$ cat src/rtl/pipe_pkg.sv
// Shared pipeline definitions: control-bundle layout, bubble encoding and counter limits.
package pipe_pkg;

    localparam int CTRL_W = 10;

    // Bundle order, MSB first: RegWrite, ResultSrc[1:0], MemWrite, Jump, Branch, ALUControl[2:0], ALUSrc
    localparam int CTRL_REGWRITE  = 9;
    localparam int CTRL_RESSRC_LO = 7;
    localparam int CTRL_MEMWRITE  = 6;
    localparam int CTRL_JUMP      = 5;
    localparam int CTRL_BRANCH    = 4;
    localparam int CTRL_ALUCTL_LO = 1;
    localparam int CTRL_ALUSRC    = 0;

    localparam logic [CTRL_W-1:0] CTRL_NOP = 10'd0;

    localparam logic [31:0] BUBBLE_MAX = 32'hFFFF_FFFF;

endpackage

$ cat src/rtl/id_ex_reg_flopenrc.sv
// Parameterised flop with synchronous active-low reset, synchronous clear and load enable.
module flopenrc #(
    parameter int WIDTH = 8
) (
    input  logic             clk,
    input  logic             reset,
    input  logic             en,
    input  logic             clr,
    input  logic [WIDTH-1:0] d,
    output logic [WIDTH-1:0] q
);

    // Clear beats enable so a flush during a stall still inserts a bubble.
    always_ff @(posedge clk) begin
        if (!reset)
            q <= '0;
        else if (clr)
            q <= '0;
        else if (en)
            q <= d;
    end

endmodule

$ cat src/rtl/id_ex_reg.sv
// ID/EX pipeline register with stall, flush and valid tracking.
// Optional flush counter on BubbleCount when ID_EX_BUBBLE_COUNT_EN is defined.
module id_ex_reg
    import pipe_pkg::*;
#(
    parameter int XLEN = 32,
    parameter int RA_W = 5
) (
    input  logic            clk,
    input  logic            reset,
    input  logic            StallE,
    input  logic            FlushE,
    input  logic            ValidD,
    input  logic            RegWriteD,
    input  logic            MemWriteD,
    input  logic            JumpD,
    input  logic            BranchD,
    input  logic            ALUSrcD,
    input  logic [1:0]      ResultSrcD,
    input  logic [2:0]      ALUControlD,
    input  logic [XLEN-1:0] RD1D,
    input  logic [XLEN-1:0] RD2D,
    input  logic [XLEN-1:0] PCD,
    input  logic [XLEN-1:0] ImmExtD,
    input  logic [XLEN-1:0] PCPlus4D,
    input  logic [RA_W-1:0] Rs1D,
    input  logic [RA_W-1:0] Rs2D,
    input  logic [RA_W-1:0] RdD,
    output logic            RegWriteE,
    output logic            MemWriteE,
    output logic            JumpE,
    output logic            BranchE,
    output logic            ALUSrcE,
    output logic [1:0]      ResultSrcE,
    output logic [2:0]      ALUControlE,
    output logic [XLEN-1:0] RD1E,
    output logic [XLEN-1:0] RD2E,
    output logic [XLEN-1:0] PCE,
    output logic [XLEN-1:0] ImmExtE,
    output logic [XLEN-1:0] PCPlus4E,
    output logic [RA_W-1:0] Rs1E,
    output logic [RA_W-1:0] Rs2E,
    output logic [RA_W-1:0] RdE,
    output logic            ValidE,
    output logic [31:0]     BubbleCount
);

    localparam int DATA_W = 5*XLEN + 3*RA_W;

    logic [CTRL_W-1:0] ctrl_d;
    logic [CTRL_W-1:0] ctrl_e;
    logic [DATA_W-1:0] data_d;
    logic [DATA_W-1:0] data_e;

    assign ctrl_d = {RegWriteD, ResultSrcD, MemWriteD, JumpD, BranchD, ALUControlD, ALUSrcD};
    assign data_d = {RD1D, RD2D, PCD, ImmExtD, PCPlus4D, Rs1D, Rs2D, RdD};

    // Clearing the flop yields CTRL_NOP and ValidE=0 together.
    flopenrc #(.WIDTH(CTRL_W + 1)) u_ctrl (
        .clk   (clk),
        .reset (reset),
        .en    (~StallE),
        .clr   (FlushE),
        .d     ({ctrl_d, ValidD}),
        .q     ({ctrl_e, ValidE})
    );

    flopenrc #(.WIDTH(DATA_W)) u_data (
        .clk   (clk),
        .reset (reset),
        .en    (~StallE),
        .clr   (FlushE),
        .d     (data_d),
        .q     (data_e)
    );

    assign RegWriteE   = ctrl_e[CTRL_REGWRITE];
    assign ResultSrcE  = ctrl_e[CTRL_RESSRC_LO +: 2];
    assign MemWriteE   = ctrl_e[CTRL_MEMWRITE];
    assign JumpE       = ctrl_e[CTRL_JUMP];
    assign BranchE     = ctrl_e[CTRL_BRANCH];
    assign ALUControlE = ctrl_e[CTRL_ALUCTL_LO +: 3];
    assign ALUSrcE     = ctrl_e[CTRL_ALUSRC];

    assign {RD1E, RD2E, PCE, ImmExtE, PCPlus4E, Rs1E, Rs2E, RdE} = data_e;

`ifdef ID_EX_BUBBLE_COUNT_EN
    logic [31:0] bubble_cnt;

    // Counts flushes even while stalled; saturates instead of wrapping.
    always_ff @(posedge clk) begin
        if (!reset)
            bubble_cnt <= '0;
        else if (FlushE && (bubble_cnt != BUBBLE_MAX))
            bubble_cnt <= bubble_cnt + 32'd1;
    end

    assign BubbleCount = bubble_cnt;
`else
    assign BubbleCount = 32'd0;
`endif

endmodule

$ cat config.mk
export PLATFORM = sky130hd
export DESIGN_NAME = id_ex_reg
export DESIGN_NICKNAME = d
export VERILOG_FILES = /design/src/rtl/pipe_pkg.sv /design/src/rtl/id_ex_reg_flopenrc.sv /design/src/rtl/id_ex_reg.sv
export SDC_FILE = /design/constraint.sdc
export NUM_CORES = 1
export LEC_CHECK = 0
export BUFFER_PORTS_ARGS = -buffer_cell sky130_fd_sc_hd__buf_2
export CAP_MARGIN = 25
export CORE_AREA = 2 2 156 158
export DETAILED_ROUTE_END_ITERATION = 12
export DIE_AREA = 0 0 158 160
export GPL_TIMING_DRIVEN = 0
export PLACE_DENSITY = 0.67
export SKIP_CTS_REPAIR_TIMING = 1
export SLEW_MARGIN = 40
export SYNTH_ARGS = -nofsm -noshare
export SYNTH_HDL_FRONTEND = slang
export SYNTH_HIERARCHICAL = 1
export SYNTH_SLANG_ARGS = --single-unit
$ cat constraint.sdc
create_clock -name clk -period 3.1 [get_ports clk]
set_input_delay 0.93 -clock clk [delete_from_list [all_inputs] [get_ports clk]]
set_output_delay 0.93 -clock clk [all_outputs]
set_load 0.005 [all_outputs]
# Word-level counts from Yosys, hierarchy flattened
# Index checks and enable logic that the tools add are counted.
[op_classes]
bitwise = 1
reduce_logical = 1
[ops]
columns = ["op", "count"]
rows = [
  ["$reduce_or 2->1", 1],
  ["$not 1->1", 1],
]
[word_totals]
register_bits = 186
input_bits = 190
out_inout_bits = 218
wordCells = 4

# Logic depth before layout (Yosys ltp)
# Gate-level depths: netlist of the first run.
[logic_depth]
word_depth = 2
mapped_depth = 6
ltp_nobuf = 3

# By module
# Netlist of the first run, hierarchy kept.
[modules_own_cells]
columns = ["module", "n_inst", "cells_per_inst", "area_per_inst_um2", "seq_area_each_um2"]
rows = [
  ["flopenrc at u_data", 1, 565, 6318.6, 3503.4],
  ["flopenrc at u_ctrl", 1, 36, 394.1, 220.2],
  ["id_ex_reg", 1, 34, 247.7, 0.0],
]

# Least setup slack after synthesis of the first run
# OpenSTA, ideal clock, no wires.
[synth_path]
path_kind = "input to register"
from = "input port StallE"
to = "register u_data.q[121]"
setup_ns = 0.117
arrival_time_ns = 1.698
required_ns = 2.983
path_slack_ns = 1.285
cell_stages = 6
path_buffers = 3
cell_sequence = "inv_1 > buf_4 > buf_8 > buf_12 > mux2i_1 > nor2_1"
[synth_lines]
columns = ["element", "line_no", "text"]
rows = [
  ["start: declaration", "id_ex_reg.sv:11", "input logic StallE,"],
  ["end signal: assignment", "id_ex_reg_flopenrc.sv:16", "q <= '0;"],
  ["end signal: assignment", "id_ex_reg_flopenrc.sv:18", "q <= '0;"],
  ["end signal: assignment", "id_ex_reg_flopenrc.sv:20", "q <= d;"],
  ["end: declaration", "id_ex_reg_flopenrc.sv:10", "output logic [WIDTH-1:0] q"],
]

# Final worst setup path of the first run
[layout_path]
from = "input port FlushE"
to = "register u_data.q[65]"
[layout_via]
elab_chain_len = 1
[layout_lines]
columns = ["element", "line_no", "text"]
rows = [
  ["start: declaration", "id_ex_reg.sv:12", "input logic FlushE,"],
  ["$reduce_or 2->1 (no line)", "-", ""],
]
# No other way between the ends.
# A chain may end at the register's enable or synchronous reset.

==> key figures, run 1 <==
Clock network
  • CTS HTree Levels: 4
  • Clock-pin slew on the worst setup and hold paths: 0.07 ns
  • Clock latency on the worst-skew pair: 0.41 ns
  • Num Clock Sinks: 186
  • TritonCTS clock tree: built
  • Largest buffer count on any clock path: 2
  • Num CTS Buffers: 17
  • CTS root buf: sky130_fd_sc_hd__clkbuf_16

Synthesis
  • Portion of netlist area occupied by mux cells: 0.267
  • Number of cells produced by synthesis: about 640
  • XOR/XNOR share of the synthesized area: 0
  • Number of synthesis warnings: 6
  • Distinct cells, synth: 13
  • Post-synthesis sequential element count: 186
  • Ranking of synthesized cells by area: sky130_fd_sc_hd__dfxtp_1 (53%), sky130_fd_sc_hd__mux2i_1 (27%), sky130_fd_sc_hd__nor2_1 (10%), sky130_fd_sc_hd__buf_4 (3.8%), sky130_fd_sc_hd__buf_8 (2.4%)
  • Leading area contributor after synthesis: sky130_fd_sc_hd__dfxtp_1
  • Fraction of the mapped netlist area in adder cells: 0
  • Avg Cell Area, Syn: 11.0 um2
  • Sequential area share after synthesis: 0.535
  • Post-synth design cell area: 6960 um2
  • Share of synthesized cell area in and, or, nand and nor gates: 0.102
  • Post-synthesis compound-gate area fraction: 0
  • Largest family of logic cells by synthesized area: multiplexers
  • Post-synth top area share: 0.535

STA
  • Final Max Tran Viols: 0
  • Worst-Margin Slew: 0.622 ns
  • Skew final: 0 ns
  • Worst relative slew slack: 0.585
  • # setup viols final: 0
  • Number of hold violations in the final report: 0
  • Unrepaired setup endpoints after global routing: false
  • Sum of negative setup slack: 0 ns
  • Post-route fraction of the period consumed by the critical path: 0.629
  • Crit path time final: 1.95 ns
  • Max frequency: slightly above 0.5 GHz

Worst setup path
  • Worst reg-to-reg setup slack: 2.46 ns
  • FF-to-FF End: u_data/q[75]
  • Sort of element at the start of the critical path: primary input
  • Logic depth of the worst register-to-register path: 2
  • Worst Path Required: 3.39 ns
  • Setup crit end kind: register
  • Worst setup path endpoint: u_data/q[65]
  • Kind of cell adding the most delay to the critical path: buffers and inverters
  • Launch point of the worst path: FlushE
  • Most used cell, CP: sky130_fd_sc_hd__buf_2
  • Max stage delay cell, worst path: sky130_fd_sc_hd__clkbuf_1
  • Cells traversed along the worst timing path: buf_2 > nand2b_2 > clkbuf_1 > buf_2 > nor2_1
  • Levels on crit path: 5
  • CP arrival: 2.24 ns
  • CP Max Fanout: 10
  • Critical register-to-register path startpoint: u_data/q[75]
  • CP bufs+invs: 3
  • CP max stage delay: 0.51 ns
  • Worst Setup Path Type: primary input to register

Placement
  • Port Buf Inserts: between 300 and 400
  • Post-placement cell area: 9360 um2
  • HPWL after detailed placement: 15.4 mm
  • Final weighted congestion in routability-driven placement: 0.785

Pwr
  • Share of power burned in combinational logic: 0.112
  • Net switching power: roughly 1300 uW
  • Clock group share of total power: 0.414
  • Part of the total power dissipated in sequential elements: 0.473
  • Int Pwr: 3980 uW
  • Switching power as a share of total power: 0.248
  • Ratio of total power to cell area: 531 nW/um2
  • Leakage Power: 0.00538 uW
  • VDD IR-drop max: 0.000285 V

Global route
  • Largest net degree at the start of global routing: 19
  • Number of antenna violations at the first check in global routing: 1
  • GRT overflow: 0
  • Global router's overall resource usage: 0.148
  • Global-route wire length before repair: between 20 and 30 mm
  • Number of global-route vias before repair: 5401

Run
  • Total of max-cap violations: 0

Die
  • Height of the die: ~160 um
  • I/O Pins: approximately 410
  • Die X: 158 um
  • Die area: 25300 um2
  • Starting density of the core: 0.292
  • Core area: 23800 um2
  • Cell row count: 57

Run status
  • Status: complete, no violations

Detailed routing
  • Total via count in the routed design: 5659
  • Initial DRC Count: between 200 and 250
  • Post-detailed-route via-to-cell ratio: 4.05
  • Total wire length: about 20 mm
  • Number of remaining DRC errors: 0
  • Wire per inst: 14.0 um
  • Final ANT Viol Nets: 0
  • Total iterations of the first detailed-routing run: 4

Cells and area
  • Filler cells: 2450
  • Number of nets in the layout: 1250
  • Total area of multi-input combinational cells: 2700 um2
  • Fraction of layout cells with a size suffix above 1: 0.445
  • Area used by sequential logic in the layout: 3720 um2
  • Post-synthesis to final-layout area growth: 43.2%
  • Final core utilization: 0.419
  • Final Instance Area: 9970 um2

Hold path
  • Min-Delay Path Class: register to register
==> cell usage after synthesis, drive strengths merged <==
| library cell | number |
|---|---|
| nand2b | 2 |
| inv | 1 |
| conb | 1 |
| buf | 69 |
| nor2 | 186 |
| mux2i | 186 |
| dfxtp | 186 |
| clkbuf | 4 |
==> power groups by stage <==
stage	combinational [uW]	sequential [uW]	clock [uW]
after floorplan	328	2570	0
after global placement	593	2560	0
after detailed placement	602	2560	0
after global routing	656	2510	2360
after CTS	603	2500	2260
final	595	2500	2190
==> cell usage in the layout (no fill, tap or decap) <==
| cell | netlist | routed |
|---|---|---|
| sky130_fd_sc_hd__inv_1 | 1 | 1 |
| sky130_fd_sc_hd__inv_8 | 0 | 2 |
| sky130_fd_sc_hd__buf_8 | 11 | 11 |
| sky130_fd_sc_hd__nand2b_2 | 1 | 1 |
| sky130_fd_sc_hd__clkbuf_1 | 4 | 4 |
| sky130_fd_sc_hd__nor2_1 | 186 | 186 |
| sky130_fd_sc_hd__clkbuf_16 | 0 | 17 |
| sky130_fd_sc_hd__clkinv_4 | 0 | 6 |
| sky130_fd_sc_hd__clkinv_8 | 0 | 2 |
| sky130_fd_sc_hd__buf_12 | 6 | 6 |
| sky130_fd_sc_hd__buf_2 | 16 | 391 |
| sky130_fd_sc_hd__buf_4 | 35 | 35 |
| sky130_fd_sc_hd__conb_1 | 1 | 32 |
| sky130_fd_sc_hd__nand2b_1 | 1 | 1 |
| sky130_fd_sc_hd__bufinv_16 | 0 | 1 |
| sky130_fd_sc_hd__diode_2 | 0 | 1 |
| sky130_fd_sc_hd__buf_6 | 1 | 1 |
| sky130_fd_sc_hd__dfxtp_1 | 186 | 186 |
| sky130_fd_sc_hd__inv_6 | 0 | 2 |
| sky130_fd_sc_hd__clkbuf_8 | 0 | 2 |
| sky130_fd_sc_hd__mux2i_1 | 186 | 186 |
==> flip-flops by register name, indices dropped and copies added, names as in the netlist <==
signal    count
u_ctrl/q     11
u_data/q    175
==> worst min path at each step <==
stage	from	endpoint	slack (ns)	depth (start not counted)
floorplan	u_ctrl/q[0]	u_ctrl/q[0]	0.48	2
global placement	u_ctrl/q[0]	u_ctrl/q[0]	0.47	2
detailed placement	u_data/q[140]	u_data/q[140]	0.47	2
CTS	u_data/q[87]	u_data/q[87]	0.49	2
global route	u_data/q[157]	u_data/q[157]	0.51	2
finish	u_data/q[85]	u_data/q[85]	0.49	2
==> kinds of logic (layout without fill, tap and decap cells) <==
kind of cell           count (synthesis)  count (layout)
other                                  1              33
buffers and inverters                 74             481
flip-flops                           186             186
AND/OR/NAND/NOR                      188             188
multiplexers                         186             186
==> area by class of cell <==
| class | count | area share |
|---|---|---|
| tap | 324 | 0.0407 |
| clock inverter | 13 | 0.0156 |
| buffer | 73 | 0.0656 |
| inverter | 1 | 0.000377 |
| clock buffer | 19 | 0.0454 |
| multi-input combinational | 406 | 0.270 |
| antenna | 1 | 0.000251 |
| timing repair buffer | 375 | 0.188 |
| sequential | 186 | 0.373 |
==> stage by stage <==
step	worst slack, ns	power (uW)	instances	hold WS [ns]
2_1_floorplan	1.28	2900	666	0.485
3_3_place_gp	0.576	3150	1365	0.468
3_5_place_dp	0.589	3160	1365	0.475
4_1_cts	1.03	5370	1397	0.493
5_1_grt	1.02	5530	1398	0.509
6_report	1.15	5290	1398	0.487
==> per-layer routing <==
metal	vias to the layer above	track usage	wire (um)
li1	2867	-	-
met2	201	0.260	9820
met3	24	0.0412	1350
met4	0	0.0500	360
met5	-	0	0
met1	2567	0.171	8110
==> worst register-to-register path: stages (launching register included) <==
cell and delay [ns]:
sky130_fd_sc_hd__dfxtp_1 0.34, sky130_fd_sc_hd__mux2i_1 0.14, sky130_fd_sc_hd__nor2_1 0.05
Power figures use the tool's default switching activity.
==> run 2, diff against run 1 <==
- CORE_AREA: 2 2 156 158 -> 2 2 158 160
- DIE_AREA: 0 0 158 160 -> 0 0 160 162
- PLACE_DENSITY: 0.67 -> 0.68
- clock period: 3.1 -> 1.7 ns (I/O delays scaled with it)
==> key figures, run 2 (same netlist as run 1, synthesis figures left out) <==
Global route
  • Number of global-route vias before repair: 5664
  • Global-route wire length before repair: 29.4 mm
  • Largest net degree at the start of global routing: 19
  • Global router's overall resource usage: 0.144
  • Number of antenna violations at the first check in global routing: 0
  • GRT overflow: 0

Placement
  • Dpl ws: -0.208 ns
  • Final weighted congestion in routability-driven placement: ~0.8
  • Port Buf Inserts: around 380
  • HPWL after detailed placement: around 15 mm

Cells and area
  • Filler cells: 2437
  • Post-synthesis to final-layout area growth: 42.7%
  • Fraction of layout cells with a size suffix above 1: 0.444
  • Registers with the most flip-flops: u_data/q (175), u_ctrl/q (11)
  • Diode insertion count for antenna repair: 0
  • Largest register by flop count: u_data/q
  • Number of nets in the layout: 1250
  • Flip-flop count of the largest register, all copies and words added: 175
  • Commonest cells after routing, fill and taps aside: sky130_fd_sc_hd__buf_2 (391), sky130_fd_sc_hd__mux2i_1 (186), sky130_fd_sc_hd__nor2_1 (186), sky130_fd_sc_hd__dfxtp_1 (186), sky130_fd_sc_hd__buf_4 (35)
  • Most frequent standard cell in the layout excluding fill and tap cells: sky130_fd_sc_hd__buf_2
  • Final core utilization: 0.412

STA
  • Max frequency: 0.695 GHz
  • Post-route fraction of the period consumed by the critical path: 0.847
  • Minimum setup slack in the final design: 0.261 ns
  • Final Max Tran Viols: 0
  • Crit path time final: ~1.4 ns
  • Smallest hold slack: 0.318 ns
  • # setup viols final: 0
  • Number of hold violations in the final report: 0
  • Skew final: 0 ns
  • Worst-Margin Slew: approximately 0.53 ns
  • Unrepaired setup endpoints after global routing: false
  • Worst relative slew slack: 0.647

Pwr
  • VDD IR-drop max: 0.000490 V
  • Ratio of total power to cell area: 956 nW/um2
  • Leakage Power: ~0.0054 uW

Worst setup path
  • CP arrival: 0.93 ns
  • Sort of element at the start of the critical path: register
  • Max stage delay cell, worst path: sky130_fd_sc_hd__dfxtp_1
  • Levels on crit path: 1
  • Logic depth of the worst register-to-register path: 2
  • CP Max Fanout: 2
  • CP bufs+invs: 1
  • CP max stage delay: 0.38 ns
  • Worst Setup Path Type: register to primary output
  • Setup crit end kind: primary output
  • Cells traversed along the worst timing path: buf_2
  • Kind of cell adding the most delay to the critical path: flip-flops
  • Worst Path Required: 1.19 ns

Detailed routing
  • Total via count in the routed design: between 5000 and 6000
  • Post-detailed-route via-to-cell ratio: 4.06
  • Total wire length: 19.2 mm
  • Number of remaining DRC errors: 0
  • Initial DRC Count: ~220
  • Final ANT Viol Nets: 0
  • Total iterations of the first detailed-routing run: 4
  • Wire per inst: 13.7 um

Die
  • Die area: 25900 um2
  • Height of the die: 162 um
  • Die X: 160 um
  • Core area: about 24000 um2
  • Cell row count: 57
  • I/O Pins: 408
  • Starting density of the core: 0.289

Clock network
  • Clock latency on the worst-skew pair: roughly 0.42 ns
  • CTS HTree Levels: 4
  • Clock-pin slew on the worst setup and hold paths: 0.08 ns
  • Num CTS Buffers: 17
  • Largest buffer count on any clock path: 2
  • CTS root buf: sky130_fd_sc_hd__clkbuf_16
  • TritonCTS clock tree: built
  • Num Clock Sinks: 186

Hold path
  • Hold Crit Depth: 3
  • Min-Delay Path Class: primary input to register

Run
  • Total of max-cap violations: 0

Run status
  • Status: complete, no violations
==> run 2: cell count changes in the layout (fill, tap and decap cells not counted), sizes merged <==
cell | previous run | this run
bufinv | 1 | 0
clkinv | 8 | 4
clkinvlp | 0 | 2
diode | 1 | 0
inv | 5 | 8
==> run 2: area by class of cell <==
class | count | area, um2 | share of cell area
inverters | 1 | 3.75 | 0.000378
clock buffers | 19 | 443 | 0.0446
clock inverters | 13 | 129 | 0.0130
multi-input cells | 406 | 2700 | 0.271
repair buffers | 375 | 1880 | 0.189
flip-flops and latches | 186 | 3720 | 0.375
well taps | 324 | 405 | 0.0408
plain buffers | 73 | 654 | 0.0659
==> run 2: metrics by stage <==
step / power (uW) / instance area (um2) / setup TNS [ns] / instances
2_1_floorplan: 5280 / 7080 / 0 / 666
3_3_place_gp: 5740 / 9360 / -17.36 / 1365
3_5_place_dp: 5750 / 9360 / -19.04 / 1365
4_1_cts: 9670 / 9930 / 0 / 1397
5_1_grt: 9970 / 9930 / 0 / 1397
6_report: 9490 / 9930 / 0 / 1397
==> run 2: final timing paths <==
check             slack (ns)          start       endpoint
hold / removal          0.32   PCPlus4D[19]   u_data/q[34]
hold reg to reg         0.49  u_data/q[131]  u_data/q[131]
setup / recovery        0.26  u_data/q[163]       RD1E[20]
setup reg to reg        1.05  u_data/q[125]  u_data/q[125]
==> run 2: where the power goes <==
| part | total, uW | internal [uW] | leakage [uW] | switching (uW) |
|---|---|---|---|---|
| clock | 3850 | 1990 | 0.000275 | 1860 |
| combinational | 1080 | 590 | 0.00357 | 488 |
| sequential | 4570 | 4500 | 0.00152 | 68.2 |
| total | 9490 | 7080 | 0.00536 | 2410 |
==> run 2: metal layers <==
layer / global-route usage / vias up / part of all wire
li1: - / 2877 / -
met1: 0.168 / 2522 / 0.41
met5: 0 / - / 0
met3: 0.0411 / 34 / 0.065
met2: 0.250 / 236 / 0.50
met4: 0.0606 / 0 / 0.025
==> run 3, diff against run 2 <==
- clock period: 1.7 -> 1.3 ns (I/O delays scaled with it)
==> key figures, run 3 (same netlist as run 1, synthesis figures left out) <==
Worst setup path
  • CP Max Fanout: 2
  • Critical register-to-register path startpoint: u_data/q[159]
  • CP arrival: 0.88 ns
  • Cells traversed along the worst timing path: buf_2
  • Sort of element at the start of the critical path: register
  • Max stage delay cell, worst path: sky130_fd_sc_hd__dfxtp_1
  • Launch point of the worst path: u_data/q[92]
  • Setup crit end kind: primary output
  • CP max stage delay: 0.34 ns
  • CP bufs+invs: 1
  • Worst Setup Path Type: register to primary output
  • Worst Path Required: 0.91 ns
  • Kind of cell adding the most delay to the critical path: flip-flops

Clock network
  • TritonCTS clock tree: built
  • Largest buffer count on any clock path: 2
  • Num Clock Sinks: 186
  • Clock-pin slew on the worst setup and hold paths: 0.08 ns
  • CTS root buf: sky130_fd_sc_hd__clkbuf_16
  • Clock latency on the worst-skew pair: 0.42 ns
  • Num CTS Buffers: 17
  • CTS HTree Levels: 4

Cells and area
  • Most frequent standard cell in the layout excluding fill and tap cells: sky130_fd_sc_hd__buf_2
  • Registers with the most flip-flops: u_data/q (175), u_ctrl/q (11)
  • Post-synthesis to final-layout area growth: 49.6%
  • Area used by sequential logic in the layout: ~3900 um2
  • Commonest cells after routing, fill and taps aside: sky130_fd_sc_hd__buf_2 (349), sky130_fd_sc_hd__mux2i_1 (186), sky130_fd_sc_hd__nor2_1 (186)
  • Fraction of layout cells with a size suffix above 1: 0.593
  • Largest register by flop count: u_data/q
  • Number of nets in the layout: 1253
  • Post-layout instance count excluding filler cells: 1400
  • Diode insertion count for antenna repair: 0
  • Total area of multi-input combinational cells: 2700 um2
  • Filler cells: about 2400
  • Final Instance Area: 10400 um2
  • Flip-flop count of the largest register, all copies and words added: ~180

STA
  • Minimum setup slack in the final design: 0.0291 ns
  • Number of hold violations in the final report: 0
  • Max frequency: roughly 0.79 GHz
  • Unrepaired setup endpoints after global routing: true
  • # setup viols final: 0
  • Post-route fraction of the period consumed by the critical path: 0.978
  • Crit path time final: 1.27 ns
  • Skew final: 0 ns
  • Final Max Tran Viols: 0

Global route
  • Number of global-route vias before repair: 5664
  • Global-route wire length before repair: around 29 mm
  • Number of antenna violations at the first check in global routing: 0
  • Largest net degree at the start of global routing: 19
  • GRT overflow: 0
  • Global router's overall resource usage: 0.144

Die
  • Die X: 160 um
  • Starting density of the core: 0.289
  • Height of the die: roughly 160 um
  • Die area: 25900 um2
  • I/O Pins: 408
  • Cell row count: 57
  • Core area: 24100 um2

Detailed routing
  • Total iterations of the first detailed-routing run: 4
  • Wire per inst: 14.0 um
  • Total wire length: a little under 20 mm
  • Final ANT Viol Nets: 0
  • Initial DRC Count: 228
  • Total via count in the routed design: 5712
  • Number of remaining DRC errors: 0
  • Post-detailed-route via-to-cell ratio: 4.08

Hold path
  • Launch instance of the worst min-delay path: PCPlus4D[19]
  • Min-Delay Path Class: primary input to register

Pwr
  • Leakage Power: 0.00548 uW
  • VDD IR-drop max: between 0.0006 and 0.0007 V
  • Ratio of total power to cell area: between 1000 and 1500 nW/um2

Placement
  • Post-placement cell area: 9360 um2
  • Dpl ws: -0.488 ns
  • Final weighted congestion in routability-driven placement: 0.789
  • HPWL after detailed placement: between 15 and 20 mm
  • Placed cell count: roughly 1400
  • Port Buf Inserts: 375

Run status
  • Status: complete, no violations

Run
  • Total of max-cap violations: 0
-- run 3: cell count changes in the layout (fill, tap and decap cells not counted), sizes merged --
cell and delta:
buf +3
-- run 3: path summary, 6_finish.rpt --
kind                                       to  slack (ns)  cells after the start
worst max-delay path                  PCE[13]        0.03                      1
worst min-delay path             u_data/q[34]        0.20                      3
worst max register to register  u_data/q[159]        0.56                      3
worst min register to register  u_data/q[131]        0.48                      2
-- run 3: cell type report --
class / count / area share
Inverter: 1 / 0.000360
Tap cell: 324 / 0.0389
Clock inverter: 13 / 0.0124
Multi-Input combinational cell: 406 / 0.259
Clock buffer: 19 / 0.0425
Timing Repair Buffer: 378 / 0.208
Buffer: 73 / 0.0630
Sequential cell: 186 / 0.377
-- run 3: power by group --
| part | internal (uW) | leakage, uW | switching, uW |
|---|---|---|---|
| clock network | 2600 | 0.000275 | 2430 |
| registers | 5910 | 0.00159 | 101 |
| logic | 822 | 0.00362 | 640 |
-- run 3: metrics by stage --
| step | power (uW) | setup TNS, ns | util | hold WS [ns] |
|---|---|---|---|---|
| finish | 12500 | 0 | 0.432 | 0.199 |
| global route | 13100 | -0.175 | 0.432 | 0.170 |
| CTS | 12600 | -0.751 | 0.412 | 0.173 |
| detailed placement | 7530 | -64.83 | 0.388 | 0.475 |
| global placement | 7500 | -62.60 | 0.388 | 0.467 |
| floorplan | 6900 | 0 | - | 0.485 |
-- run 3: per-layer routing --
layer  global-route usage  vias to the layer above  part of all wire
met1                0.168                     2565              0.40
met2                0.250                      238              0.51
met5                    0                        -                 0
li1                     -                     2875                 -
met3               0.0411                       34             0.063
met4               0.0606                        0             0.026
